==> src/rtl/op_decode.sv <==
// Instruction decoder: turns 9-bit fetch words into ALU micro-ops over a valid/ready pair.
// Define OP_DECODE_MACRO_EN to expand opcode 10 (NEG) into FLIP then ADD; otherwise 10 is illegal.
module op_decode (
  input  logic       Clk,
  input  logic       Reset,
  input  logic       in_valid,
  output logic       in_ready,
  input  logic [8:0] in_instr,
  output logic       out_valid,
  input  logic       out_ready,
  output logic [3:0] out_op,
  output logic [4:0] out_val,
  output logic [2:0] out_reg,
  output logic       out_last,
  output logic       illegal,
  output logic [7:0] illegal_cnt
);

  localparam logic [3:0] OP_ADD   = 4'd0;
  localparam logic [3:0] OP_FLIP  = 4'd4;
  localparam logic [3:0] OP_LAST  = 4'd8;
  localparam logic [4:0] VAL_ZERO = 5'd0;
  localparam logic [4:0] VAL_ONE  = 5'd1;
  localparam logic [7:0] CNT_MAX  = 8'd255;

`ifdef OP_DECODE_MACRO_EN
  localparam logic [3:0] OP_NEG   = 4'd10;
  typedef enum logic [0:0] {RUN = 1'b0, EXPAND = 1'b1} state_t;
`else
  typedef enum logic [0:0] {RUN = 1'b0} state_t;
`endif

  state_t     state_q, state_d;
  logic       out_valid_q, out_valid_d;
  logic [3:0] op_q, op_d;
  logic [4:0] val_q, val_d;
  logic [2:0] reg_q, reg_d;
  logic       last_q, last_d;
  logic       illegal_q, illegal_d;
  logic [7:0] cnt_q, cnt_d;
`ifdef OP_DECODE_MACRO_EN
  logic [2:0] pend_reg_q, pend_reg_d;
`endif

  logic [3:0] in_opcode_s;
  logic [2:0] in_reg_s;
  logic [1:0] in_vsel_s;
  logic       in_ready_s;
  logic       accept_s;
  logic       handshake_s;
  logic       op_legal_s;

  assign in_opcode_s = in_instr[8:5];
  assign in_reg_s    = in_instr[4:2];
  assign in_vsel_s   = in_instr[1:0];
  assign op_legal_s  = (in_opcode_s <= OP_LAST);

  // Ready only in RUN and when the output slot is empty or draining this cycle.
  assign in_ready_s  = (state_q == RUN) && (!out_valid_q || out_ready);
  assign accept_s    = in_valid && in_ready_s;
  assign handshake_s = out_valid_q && out_ready;

  // Next-state and micro-op load logic.
  always_comb begin
    state_d     = state_q;
    out_valid_d = out_valid_q;
    op_d        = op_q;
    val_d       = val_q;
    reg_d       = reg_q;
    last_d      = last_q;
    illegal_d   = 1'b0;
    cnt_d       = cnt_q;
`ifdef OP_DECODE_MACRO_EN
    pend_reg_d  = pend_reg_q;
`endif

    if (handshake_s) begin
      out_valid_d = 1'b0;
    end else begin
      out_valid_d = out_valid_q;
    end

    case (state_q)
      RUN: begin
        if (accept_s) begin
          if (op_legal_s) begin
            out_valid_d = 1'b1;
            op_d        = in_opcode_s;
            val_d       = {3'b000, in_vsel_s};
            reg_d       = in_reg_s;
            last_d      = 1'b1;
`ifdef OP_DECODE_MACRO_EN
          end else if (in_opcode_s == OP_NEG) begin
            // NEG x = ~x + 1: emit FLIP now, hold the register for the trailing ADD.
            out_valid_d = 1'b1;
            op_d        = OP_FLIP;
            val_d       = VAL_ZERO;
            reg_d       = in_reg_s;
            last_d      = 1'b0;
            pend_reg_d  = in_reg_s;
            state_d     = EXPAND;
`endif
          end else begin
            illegal_d = 1'b1;
            if (cnt_q != CNT_MAX) begin
              cnt_d = cnt_q + 8'd1;
            end else begin
              cnt_d = cnt_q;
            end
          end
        end else begin
          state_d = RUN;
        end
      end
`ifdef OP_DECODE_MACRO_EN
      EXPAND: begin
        if (handshake_s) begin
          out_valid_d = 1'b1;
          op_d        = OP_ADD;
          val_d       = VAL_ONE;
          reg_d       = pend_reg_q;
          last_d      = 1'b1;
          state_d     = RUN;
        end else begin
          state_d = EXPAND;
        end
      end
`endif
      default: begin
        state_d     = RUN;
        out_valid_d = 1'b0;
      end
    endcase
  end

  // State and output registers with synchronous reset.
  always_ff @(posedge Clk) begin
    if (Reset) begin
      state_q     <= RUN;
      out_valid_q <= 1'b0;
      op_q        <= 4'd0;
      val_q       <= 5'd0;
      reg_q       <= 3'd0;
      last_q      <= 1'b0;
      illegal_q   <= 1'b0;
      cnt_q       <= 8'd0;
`ifdef OP_DECODE_MACRO_EN
      pend_reg_q  <= 3'd0;
`endif
    end else begin
      state_q     <= state_d;
      out_valid_q <= out_valid_d;
      op_q        <= op_d;
      val_q       <= val_d;
      reg_q       <= reg_d;
      last_q      <= last_d;
      illegal_q   <= illegal_d;
      cnt_q       <= cnt_d;
`ifdef OP_DECODE_MACRO_EN
      pend_reg_q  <= pend_reg_d;
`endif
    end
  end

  assign in_ready    = in_ready_s;
  assign out_valid   = out_valid_q;
  assign out_op      = op_q;
  assign out_val     = val_q;
  assign out_reg     = reg_q;
  assign out_last    = last_q;
  assign illegal     = illegal_q;
  assign illegal_cnt = cnt_q;

endmodule
==> config.mk <==
export PLATFORM = sky130hd
export DESIGN_NAME = op_decode
export DESIGN_NICKNAME = d
export VERILOG_FILES = /design/src/rtl/op_decode.sv
export SDC_FILE = /design/constraint.sdc
export NUM_CORES = 1
export LEC_CHECK = 0
export CORE_AREA = 2 2 48 50
export DETAILED_ROUTE_END_ITERATION = 10
export DIE_AREA = 0 0 50 52
export GPL_ROUTABILITY_DRIVEN = 0
export GPL_TIMING_DRIVEN = 0
export PLACE_DENSITY = 0.77
export SYNTH_ARGS = -nofsm -noshare
export SYNTH_HDL_FRONTEND = slang
export SYNTH_SLANG_ARGS = --single-unit
==> constraint.sdc <==
create_clock -name Clk -period 5.2 [get_ports Clk]
set_clock_uncertainty 0.05 [all_clocks]
set_input_delay 1.04 -clock Clk [delete_from_list [all_inputs] [get_ports Clk]]
set_output_delay 1.04 -clock Clk [all_outputs]
set_load 0.02 [all_outputs]
# == Yosys cells after proc, flatten, opt, wreduce, memory -nomap -nowiden ==
# Cells that the tools add are included.
# totals
inputBits,13
regBits,20
# op_classes
eq_ne,1
order_cmp,1
mux,4
bitwise_logic,2
n_addsub,1
n_reduce_logical,7
# op_table
operator,count
$add 8x1->8 const B,1
$ne 8x8->1 const B,1
$le 4x4->1 const B,1
$mux 1,4
$reduce_and 3->1,1
$logic_and 1x1->1,2
$not 1->1,2
$reduce_and 2->1,1
$reduce_or 2->1,1
$logic_not 1->1,1
$logic_or 1x1->1,1

# == Logic depth before layout (Yosys ltp) ==
# Gate-level depths: netlist (run 1).
# logic_depth
word_depth,5
ltp_mapped,7
ltp_nobuf,5

# == Worst setup path before layout (run 1) ==
# No wires, ideal clock.
# synth_path
path_kind,input-to-output
from,in out_ready
to,out in_ready
arrival_ns,1.315
setup_slack_ns,2.795
stages,2
cell_sequence,nor2b_2 -> inv_1
# synth_between
elab_chain_cells,1
# synth_rtl
item,line,source
"start, declared",10,"input logic out_ready,"
$logic_or 1x1->1,59,assign in_ready_s = (state_q == RUN) && (!out_valid_q || out_ready);
"end, declared",7,"output logic in_ready,"
# Every way passes these cells.

# == Worst setup path in the final report (run 1) ==
# Ends and elaborated chain as after synthesis.

==> metrics.log, run 1 <==
INFO  metric maxCapViolCount = 0
INFO  metric regToRegEndpoint = illegal_cnt[5]
INFO  metric global_route.usage.total = 0.169
INFO  metric grt_setup_unrepaired = false
INFO  metric io-pin-count = 37
INFO  metric ys_ff_latch = 20
INFO  metric hold-worst-slack = 0.406 ns
INFO  metric placed_cell_area = 0.00128 mm^2
INFO  metric die-height = 52 um
INFO  metric vias_in_the_first_global_route = 773
INFO  metric clk_pin_slew = 0.10 ns
INFO  metric fp-row-count = 17
INFO  metric cts_root_buffer = sky130_fd_sc_hd__clkbuf_4
INFO  metric static-leakage-power = 0.522 nW
INFO  metric final_max_slew_viol_count = 0
INFO  metric timing.final.ws_setup = 1.81 ns
INFO  metric mappedNetlistArea = 905 um^2
INFO  metric place_worst_setup_slack = 1.82 ns
INFO  metric worstReg2RegStart = illegal_cnt[0]
INFO  metric post_cts_resized = 0
INFO  metric seq_area_frac_synth = 0.443
INFO  metric layout-drive-gt1-share = 0.118
INFO  metric irDropWorstVdd = 0.000186 V
INFO  metric die_w = 50 um
INFO  metric crit_path_end = in_ready
INFO  metric vias = 828
INFO  metric max-clock-path-buffers = 2
INFO  metric synth_warnings = 0
INFO  metric fin_nets = 152
INFO  metric power-per-cell-area = 220 mW/mm^2
INFO  metric finalPower = 0.286 mW
INFO  metric drt_first_iter_violations = 20
INFO  metric effective_utilization_at_floorplan = 0.430
INFO  metric grt_pass1_wl = 3340 um
INFO  metric synth_cells = 98
INFO  metric layoutNonFillerInstCount = 164
INFO  metric post-route-cell-area = 0.00130 mm^2
INFO  metric worst-endpoint-arrival = 2.30 ns
INFO  metric hold_start = out_last
INFO  metric finalWorstPathRequiredPeriod = 3.39 ns
INFO  metric flip_flop_count_of_the_largest_register_all_copies_and_words_added = 8
INFO  metric outcome = finished clean
INFO  metric clk_latency = 0.29 ns
INFO  metric io_buffers = 33
INFO  metric worst-setup-path-type = primary input to output pin
INFO  metric drc_errors = 0
INFO  metric min-delay-path-class = register to register
INFO  metric crit_start = out_ready
INFO  metric antenna_violating_nets_left = 0
INFO  metric final_report_hold_violation_count = 0
INFO  metric overflow = 0
INFO  metric post_drt_wl_per_cell = 11.7 um
INFO  metric grt_start_max_net_pins = 11
INFO  metric r2r_slack = 3.29 ns
INFO  metric fmaxAchievable = 0.295 GHz
INFO  metric cp-start-kind = primary input
INFO  metric core_region_area = 0.00211 mm^2
INFO  metric antenna-diode-count = 0
INFO  metric fillCellCount = 175
INFO  metric worst-path-max-fanout = 4
INFO  metric synthDistinctLibCells = 32
INFO  metric postCtsSetupRepairBufs = 0
INFO  metric endpoint_kind = output pin
INFO  metric fp.dieArea = 0.00260 mm^2
INFO  metric clock_sinks = 20
INFO  metric fin_tns_setup = 0 ns
INFO  metric postCtsHoldBufs = 0
INFO  metric syn_to_final_growth = 43.7%
INFO  metric final.period_utilization = 0.652
INFO  metric antenna_violations_before_repair = 0
INFO  metric clock_tree_from_tritoncts = built
INFO  metric first_pass_iters = 4
INFO  metric detailed_place_hpwl = 1450 um
INFO  metric timing.reg2reg.worst_path_depth = 7
INFO  metric detail_route.wirelength = 1920 um
INFO  metric final-setup-viol-count = 0
INFO  metric postSynthAreaPerCell = 9.23 um^2
INFO  metric final_util = 0.617
INFO  metric routed_via_density = 5.05
INFO  metric htree_num_levels = 1
INFO  metric cp_data_required_time = 4.11 ns
INFO  metric post-place-cells = 161
INFO  metric tritoncts.num_buffers = 3
-- Yosys cell counts (all sizes together) --
master	count	area, um^2
a211oi	2	15.0
a21oi	7	35.0
a22oi	1	7.51
a31oi	1	6.26
a41oi	1	8.76
and3	4	32.5
buf	7	57.6
clkbuf	1	3.75
conb	1	3.75
dfxtp	20	400
dlymetal6s2s	1	12.5
ha	1	12.5
inv	5	18.8
mux2	2	22.5
mux2i	7	70.1
nand3	6	30.0
nand4	1	6.26
nor2	13	48.8
nor2b	2	15.0
nor3	4	20.0
nor4	2	18.8
o21ai	2	10.0
o31ai	3	22.5
or3	3	18.8
or4	1	7.51
-- power breakdown --
| group | total (mW) | internal (mW) | switching [mW] |
|---|---|---|---|
| logic | 0.0547 | 0.0282 | 0.0265 |
| clock network | 0.0686 | 0.0269 | 0.0417 |
| registers | 0.163 | 0.159 | 0.00353 |
| total | 0.286 | 0.214 | 0.0717 |
-- area by class of cell --
cell class | count | area (um^2) | area share
Timing Repair Buffer | 33 | 330 | 0.254
Clock buffer | 3 | 22.5 | 0.0173
Inverter | 5 | 18.8 | 0.0144
Multi-Input combinational cell | 66 | 419 | 0.322
Buffer | 9 | 73.8 | 0.0568
Tap cell | 28 | 35.0 | 0.0269
Sequential cell | 20 | 400 | 0.308
-- cells in the final DEF (no fill, tap or decap) --
master / count
sky130_fd_sc_hd__a211oi_1: 2
sky130_fd_sc_hd__a21oi_1: 7
sky130_fd_sc_hd__a22oi_1: 1
sky130_fd_sc_hd__a31oi_1: 1
sky130_fd_sc_hd__a41oi_1: 1
sky130_fd_sc_hd__and3_1: 1
sky130_fd_sc_hd__and3_2: 2
sky130_fd_sc_hd__and3_4: 1
sky130_fd_sc_hd__buf_2: 1
sky130_fd_sc_hd__buf_4: 4
sky130_fd_sc_hd__buf_6: 2
sky130_fd_sc_hd__clkbuf_1: 1
sky130_fd_sc_hd__clkbuf_4: 3
sky130_fd_sc_hd__clkdlybuf4s50_1: 33
sky130_fd_sc_hd__conb_1: 3
sky130_fd_sc_hd__dfxtp_1: 20
sky130_fd_sc_hd__dlymetal6s2s_1: 1
sky130_fd_sc_hd__ha_1: 1
sky130_fd_sc_hd__inv_1: 5
sky130_fd_sc_hd__mux2_1: 1
sky130_fd_sc_hd__mux2_2: 1
sky130_fd_sc_hd__mux2i_1: 7
sky130_fd_sc_hd__nand3_1: 6
sky130_fd_sc_hd__nand4_1: 1
sky130_fd_sc_hd__nor2_1: 13
sky130_fd_sc_hd__nor2b_1: 1
sky130_fd_sc_hd__nor2b_2: 1
sky130_fd_sc_hd__nor3_1: 4
sky130_fd_sc_hd__nor4_1: 1
sky130_fd_sc_hd__nor4_2: 1
sky130_fd_sc_hd__o21ai_0: 2
sky130_fd_sc_hd__o31ai_1: 3
sky130_fd_sc_hd__or3_1: 3
sky130_fd_sc_hd__or4_1: 1
-- worst max-delay path: stages --
cell and delay [ns]:
sky130_fd_sc_hd__clkdlybuf4s50_1 0.47, sky130_fd_sc_hd__nor2b_2 0.05, sky130_fd_sc_hd__inv_1 0.11, sky130_fd_sc_hd__clkdlybuf4s50_1 0.63
-- kinds of logic after synthesis --
kind of cell	Yosys count	synth area share
buffers and inverters	14	0.102
AO/OA/AOI/OAI	17	0.116
flip-flops	20	0.443
AND/OR/NAND/NOR	36	0.219
multiplexers	9	0.102
adder cells (fa/ha/maj)	1	0.0138
other	1	0.00415
-- metal layers --
layer	part of all wire	global-route usage	up-vias
met5	0	0	-
met4	0.0068	0.0833	0
met1	0.41	0.186	374
met3	0.090	0.0517	2
li1	-	-	417
met2	0.49	0.292	35
-- how the worst min path moves through the flow --
stage | to | slack, ns | cells after the start
after floorplan | out_last | 0.47 | 2
after global placement | out_last | 0.38 | 2
after detailed placement | out_last | 0.39 | 2
after CTS | out_last | 0.41 | 2
after global routing | out_last | 0.43 | 2
final | out_last | 0.41 | 2
No activity file was read; power rests on OpenSTA's default activity.
==> run 2: changes to the inputs <==
==> config.mk (replaced) <==
export PLATFORM = sky130hd
export DESIGN_NAME = op_decode
export DESIGN_NICKNAME = d
export VERILOG_FILES = /design/src/rtl/op_decode.sv
export SDC_FILE = /design/constraint.sdc
export NUM_CORES = 1
export LEC_CHECK = 0
export CORE_AREA = 2 2 41 71
export DETAILED_ROUTE_END_ITERATION = 10
export DIE_AREA = 0 0 43 73
export GPL_ROUTABILITY_DRIVEN = 0
export GPL_TIMING_DRIVEN = 0
export PLACE_DENSITY = 0.66
export SYNTH_ARGS = -nofsm -noshare
export SYNTH_HDL_FRONTEND = slang
export SYNTH_SLANG_ARGS = --single-unit
==> constraint.sdc (replaced) <==
create_clock -name Clk -period 2.9 [get_ports Clk]
set_clock_uncertainty 0.05 [all_clocks]
set_input_delay 0.58 -clock Clk [delete_from_list [all_inputs] [get_ports Clk]]
set_output_delay 0.58 -clock Clk [all_outputs]
set_load 0.02 [all_outputs]
==> run 2 against run 1 <==
Die area grew 21%. Clock power grew to 3.1 times the previous value. Design area grew 2.4%. Critical path type unchanged. Largest cell class unchanged.
==> metrics.log, run 2 (synthesis gave the netlist of run 1 again) <==
INFO  metric outcome = finished clean (unchanged)
INFO  metric io_buffers = 33 (unchanged)
INFO  metric first_pass_iters = 4 (unchanged)
INFO  metric worst-setup-path-type = primary input to output pin (unchanged)
INFO  metric fin_tns_setup = 0 ns (unchanged)
INFO  metric fin_nets = 152 (unchanged)
INFO  metric clk_pin_slew = 0.07 ns (was 0.10 ns)
INFO  metric antenna_violating_nets_left = 0 (unchanged)
INFO  metric min_delay_path_depth = 2 (unchanged)
INFO  metric vias_in_the_first_global_route = 793 (was 773)
INFO  metric core_region_area = 0.00263 mm^2 (was 0.00211 mm^2)
INFO  metric detailed_place_hpwl = 1610 um (was 1450 um)
INFO  metric mostFrequentLayoutCells = sky130_fd_sc_hd__clkdlybuf4s50_1, sky130_fd_sc_hd__dfxtp_1, sky130_fd_sc_hd__nor2_1 (unchanged)
INFO  metric flip_flop_count_of_the_largest_register_all_copies_and_words_added = 8 (unchanged)
INFO  metric endpoint_kind = output pin (unchanged)
INFO  metric global_route.usage.total = 0.146 (was 0.169)
INFO  metric finalWorstPathRequiredPeriod = 2.46 ns
INFO  metric worst_path_dominant_cell_family = buffers and inverters (unchanged)
INFO  metric postCtsHoldBufs = 0 (unchanged)
INFO  metric placed_cell_area = 0.00128 mm^2 (about the same)
INFO  metric max-clock-path-buffers = 2 (unchanged)
INFO  metric critical_path.max_stage_delay = 0.62 ns (was 0.63 ns)
INFO  metric final-setup-viol-count = 0 (unchanged)
INFO  metric fp-row-count = 25 (was 17)
INFO  metric syn_to_final_growth = 47.2% (was 43.7%)
INFO  metric maxCapViolCount = 0 (unchanged)
INFO  metric antenna_violations_before_repair = 0 (unchanged)
INFO  metric antenna-diode-count = 0 (unchanged)
INFO  metric grt_pass1_wl = 3530 um (was 3340 um)
INFO  metric routed_via_density = 5.10 (was 5.05)
INFO  metric power-per-cell-area = 453 mW/mm^2 (was 220 mW/mm^2)
INFO  metric grt_setup_unrepaired = false (unchanged)
INFO  metric fillCellCount = 277 (was 175)
INFO  metric layout-drive-gt1-share = 0.124 (was 0.118)
INFO  metric critPathBufInv = 3 (unchanged)
INFO  metric detail_route.wirelength = 2070 um (was 1920 um)
INFO  metric cp_data_required_time = 2.27 ns (was 4.11 ns)
INFO  metric mostFrequentLayoutCell = sky130_fd_sc_hd__clkdlybuf4s50_1 (unchanged)
INFO  metric regToRegEndpoint = illegal_cnt[5] (unchanged)
INFO  metric worst-path-max-fanout = 4 (unchanged)
INFO  metric post_drt_wl_per_cell = 12.6 um (was 11.7 um)
INFO  metric final_max_slew_viol_count = 0 (unchanged)
INFO  metric final_report_hold_violation_count = 0 (unchanged)
INFO  metric final_util = 0.507 (was 0.617)
INFO  metric min-delay-path-class = register to register (unchanged)
INFO  metric layoutNonFillerInstCount = 164 (unchanged)
INFO  metric timing.hold.worst_endpoint = out_last (unchanged)
INFO  metric path_cells = clkdlybuf4s50_1 > nor2b_2 > inv_1 > clkdlybuf4s50_1 (unchanged)
INFO  metric timing.critical_path.mode_cell = sky130_fd_sc_hd__clkdlybuf4s50_1 (unchanged)
INFO  metric timing.critical_path.slowest_stage_cell = sky130_fd_sc_hd__clkdlybuf4s50_1 (unchanged)
INFO  metric fp.dieArea = 0.00314 mm^2 (was 0.00260 mm^2)
INFO  metric drc_errors = 0 (unchanged)
INFO  metric drt_first_iter_violations = 12 (was 20)
INFO  metric tritoncts.num_buffers = 3 (unchanged)
INFO  metric effective_utilization_at_floorplan = 0.344 (was 0.430)
INFO  metric die_w = 43 um (was 50 um)
INFO  metric post-route-cell-area = 0.00133 mm^2 (was 0.00130 mm^2)
INFO  metric overflow = 0 (unchanged)
INFO  metric grt_start_max_net_pins = 12 (was 11)
INFO  metric io-pin-count = 37 (unchanged)
INFO  metric hold_start = out_last (unchanged)
INFO  metric clk_latency = 0.26 ns (was 0.29 ns)
INFO  metric timing.max_slew.rel_slack = 0.666
INFO  metric post_cts_resized = 0 (unchanged)
INFO  metric irDropWorstVdd = 0.000384 V (was 0.000186 V)
INFO  metric r2r_slack = 0.98 ns (was 3.29 ns)
INFO  metric cts_root_buffer = sky130_fd_sc_hd__clkbuf_8 (was sky130_fd_sc_hd__clkbuf_4)
INFO  metric vias = 837 (was 828)
INFO  metric fmaxAchievable = 0.406 GHz
INFO  metric final.period_utilization = 0.849
INFO  metric clock_tree_from_tritoncts = built (unchanged)
INFO  metric worst-endpoint-arrival = 1.83 ns (was 2.30 ns)
INFO  metric htree_num_levels = 1 (unchanged)
INFO  metric cp-start-kind = primary input (unchanged)
INFO  metric tightestPinTransition = 0.497 ns
INFO  metric static-leakage-power = 0.537 nW (was 0.522 nW)
INFO  metric die-height = 73 um (was 52 um)
INFO  metric clock_sinks = 20 (unchanged)
INFO  metric timing.reg2reg.worst_path_depth = 7 (unchanged)
INFO  metric postCtsSetupRepairBufs = 0 (unchanged)
INFO  metric worstReg2RegStart = illegal_cnt[0] (unchanged)
INFO  metric post-place-cells = 160 (was 161)
-- run 2: how the worst max path moves through the flow --
stage / from / to / slack, ns / cells after the start
after floorplan: in_instr[5] / illegal_cnt[5] / 1.00 / 5
after global placement: in_valid / illegal_cnt[5] / 0.36 / 6
after detailed placement: in_valid / illegal_cnt[5] / 0.35 / 6
after CTS: out_ready / in_ready / 0.44 / 4
after global routing: out_ready / in_ready / 0.39 / 4
final: out_ready / in_ready / 0.44 / 4
-- run 2: report_power, final --
group,leakage (nW),switching [mW],internal [mW],total [mW]
logic,0.345,0.0469,0.0505,0.0974
clock network,0.0288,0.0930,0.121,0.214
registers,0.163,0.00639,0.285,0.292
-- run 2: layout make-up --
type,count,area [um^2],area share
flip-flops and latches,20,400,0.301
well taps,27,33.8,0.0254
multi-input cells,66,419,0.315
repair buffers,33,330,0.248
clock buffers,4,55.1,0.0414
inverters,5,18.8,0.0141
plain buffers,9,73.8,0.0555
-- run 2: through the flow --
step	setup WS (ns)	hold slack, ns	power [mW]
final	0.439	0.405	0.603
after global routing	0.394	0.445	0.631
after CTS	0.437	0.409	0.611
after detailed placement	0.354	0.399	0.396
after global placement	0.362	0.386	0.395
after floorplan	1.00	0.472	0.349
-- run 2: tightest hold or removal path, cell delays in order, from the launching register on --
cell,delay [ns]
sky130_fd_sc_hd__dfxtp_1,0.31
sky130_fd_sc_hd__inv_1,0.05
sky130_fd_sc_hd__a21oi_1,0.05
-- run 2: per-layer routing --
layer | up-vias | GRT usage | part of all wire | routed length [um]
met5 | - | 0 | 0 | 0
met4 | 0 | 0.0808 | 0.014 | 29
met3 | 4 | 0.0347 | 0.053 | 109
met2 | 24 | 0.247 | 0.55 | 1130
met1 | 391 | 0.165 | 0.39 | 796
li1 | 418 | - | - | -
==> patch: new RTL, settings of run 1 <==
The option `OP_DECODE_MACRO_EN` is turned on by a define.
--- a/src/rtl/op_decode.sv
+++ b/src/rtl/op_decode.sv
@@ -1,4 +1,6 @@
 // Instruction decoder: turns 9-bit fetch words into ALU micro-ops over a valid/ready pair.
 // Define OP_DECODE_MACRO_EN to expand opcode 10 (NEG) into FLIP then ADD; otherwise 10 is illegal.
+`define OP_DECODE_MACRO_EN
+
 module op_decode (
   input  logic       Clk,
Function: changed (a bounded check fails within 4 cycles, from zero or initial values and one cycle with Reset high).
==> patch against run 1 <==
- utilization grew 14 points
- synthesized cell count grew 39%
- final area grew 23%
- first-iteration DRC count shrank 10%
- routed wire length grew 46%
- synthesized area grew 31%
- setup slack lost 340 ps
- sequential power grew 20%
- global-route usage grew 6.5 points
- sequential cell count grew 4
- die area is the same
- power grew 41%
- largest cell class unchanged
==> patch: results (changes against run 1) <==
* Fraction of the mapped netlist area in adder cells at 1.05% (-0.33 points)
* Top cells by count, synth: dfxtp_1, a21oi_1, nor2_1
* Worst vdd ir at 0.219 mV (+18%)
* First-pass GRT wire length at 4650 um (+39%)
* Clock transition at the registers of the reported paths at 130 ps (+30 ps)
* Pleak at 0.578 nW (+11%)
* Status: completed
* Nets at 189 (+24%)
* Pint at 0.000303 W (+42%)
* Starting DRC count in detailed routing at 18 (-10%)
* DR top layer: met4
* Worst EP arrival at 2640 ps (+340 ps)
* IO buf count at 32 (-3.0%)
* Vias in the first global route at 1031 (+33%)
* Largest net degree at the start of global routing at 15 (+4)
* Met2 wire length at 1390 um (+47%)
* Worst Max-Slew Pin Slew at around 570 ps
* Top post-synthesis cells by area: dfxtp_1, a21oi_1, mux2i_1, nor2_1, nand2_1
* Vias post-DR at 1105 (+33%)
* Post-synthesis compound-gate area fraction at 19.2% (+7.6 points)
* M1 WL at 1270 um (+62%)
* Post-synthesis mux area share at 6.01% (-4.2 points)
* Share of cells above drive strength 1 at 10.3% (-1.4 points)
* Crit path max fanout at 5 (+1)
* WL final at 2790 um (+46%)
* Post-DP HPWL at 2040 um (+41%)
* Met3 Routed Length at 105 um (-39%)
* Clk_lat worst skew at 330 ps (+40 ps)
* GRT Overall Usage at 23.3% (+6.5 points)
* Layout fillers at 161 (-8.0%)
==> patch: cell count changes after synthesis, sizes merged, moves of 3 or more <==
cell | before | now
dfxtp | 20 | 24
nand2 | 0 | 12
a21oi | 7 | 15
nand3 | 6 | 9
and3 | 4 | 0
==> patch: worst paths after layout <==
check | from | to | slack, ps | cells after the start
max reg2reg | illegal_cnt[0] | illegal_cnt[5] | 3440 | 5
max | out_ready | in_ready | 1470 | 4
min | out_op[1] | out_op[1] | 410 | 2
min reg2reg | out_op[1] | out_op[1] | 410 | 2
==> patch: logic make-up after synthesis <==
logic type | Yosys count
adder cells (fa/ha/maj) | 1
other | 1
buffers and inverters | 14
AND/OR/NAND/NOR | 56
multiplexers | 7
flip-flops | 24
AO/OA/AOI/OAI | 33
==> patch: layout make-up <==
cell class / instances / area (sq um) / area share (%)
Buffer: 10 / 65.1 / 4.06
Clock buffer: 3 / 22.5 / 1.41
Clock inverter: 1 / 30.0 / 1.87
Inverter: 4 / 15.0 / 0.937
Multi-Input combinational cell: 100 / 633 / 39.5
Sequential cell: 24 / 480 / 30.0
Tap cell: 28 / 35.0 / 2.19
Timing Repair Buffer: 32 / 320 / 20.0
==> patch: per-stage QoR <==
| step | total power [W] | setup slack [ps] | instance area [sq um] | hold WS (ps) | cells |
|---|---|---|---|---|---|
| after floorplan | 0.000240 | 2520 | 1190 | 413 | 138 |
| after global placement | 0.000269 | 1500 | 1550 | 390 | 198 |
| after detailed placement | 0.000271 | 1480 | 1550 | 392 | 198 |
| after CTS | 0.000406 | 1480 | 1600 | 410 | 202 |
| after global routing | 0.000420 | 1440 | 1600 | 438 | 202 |
| final | 0.000404 | 1470 | 1600 | 410 | 202 |
==> patch: routing by layer <==
layer | vias to the layer above | track usage, %
met5 | - | 0
met4 | 0 | 6.94
met3 | 2 | 3.16
met2 | 27 | 41.9
met1 | 517 | 28.9
li1 | 559 | -
==> patch: worst min-delay path, cell delays in order, from the launching register on <==
cell	delay, ps
dfxtp_1	330
nand2_1	50
a21oi_1	50
==> patch: power groups by stage <==
stage	combinational, W	clock (W)	sequential, W
global route	0.0000777	0.000146	0.000196
finish	0.0000725	0.000137	0.000195
CTS	0.0000728	0.000138	0.000195
floorplan	0.0000333	0	0.000206
global placement	0.0000708	0	0.000199
detailed placement	0.0000722	0	0.000199
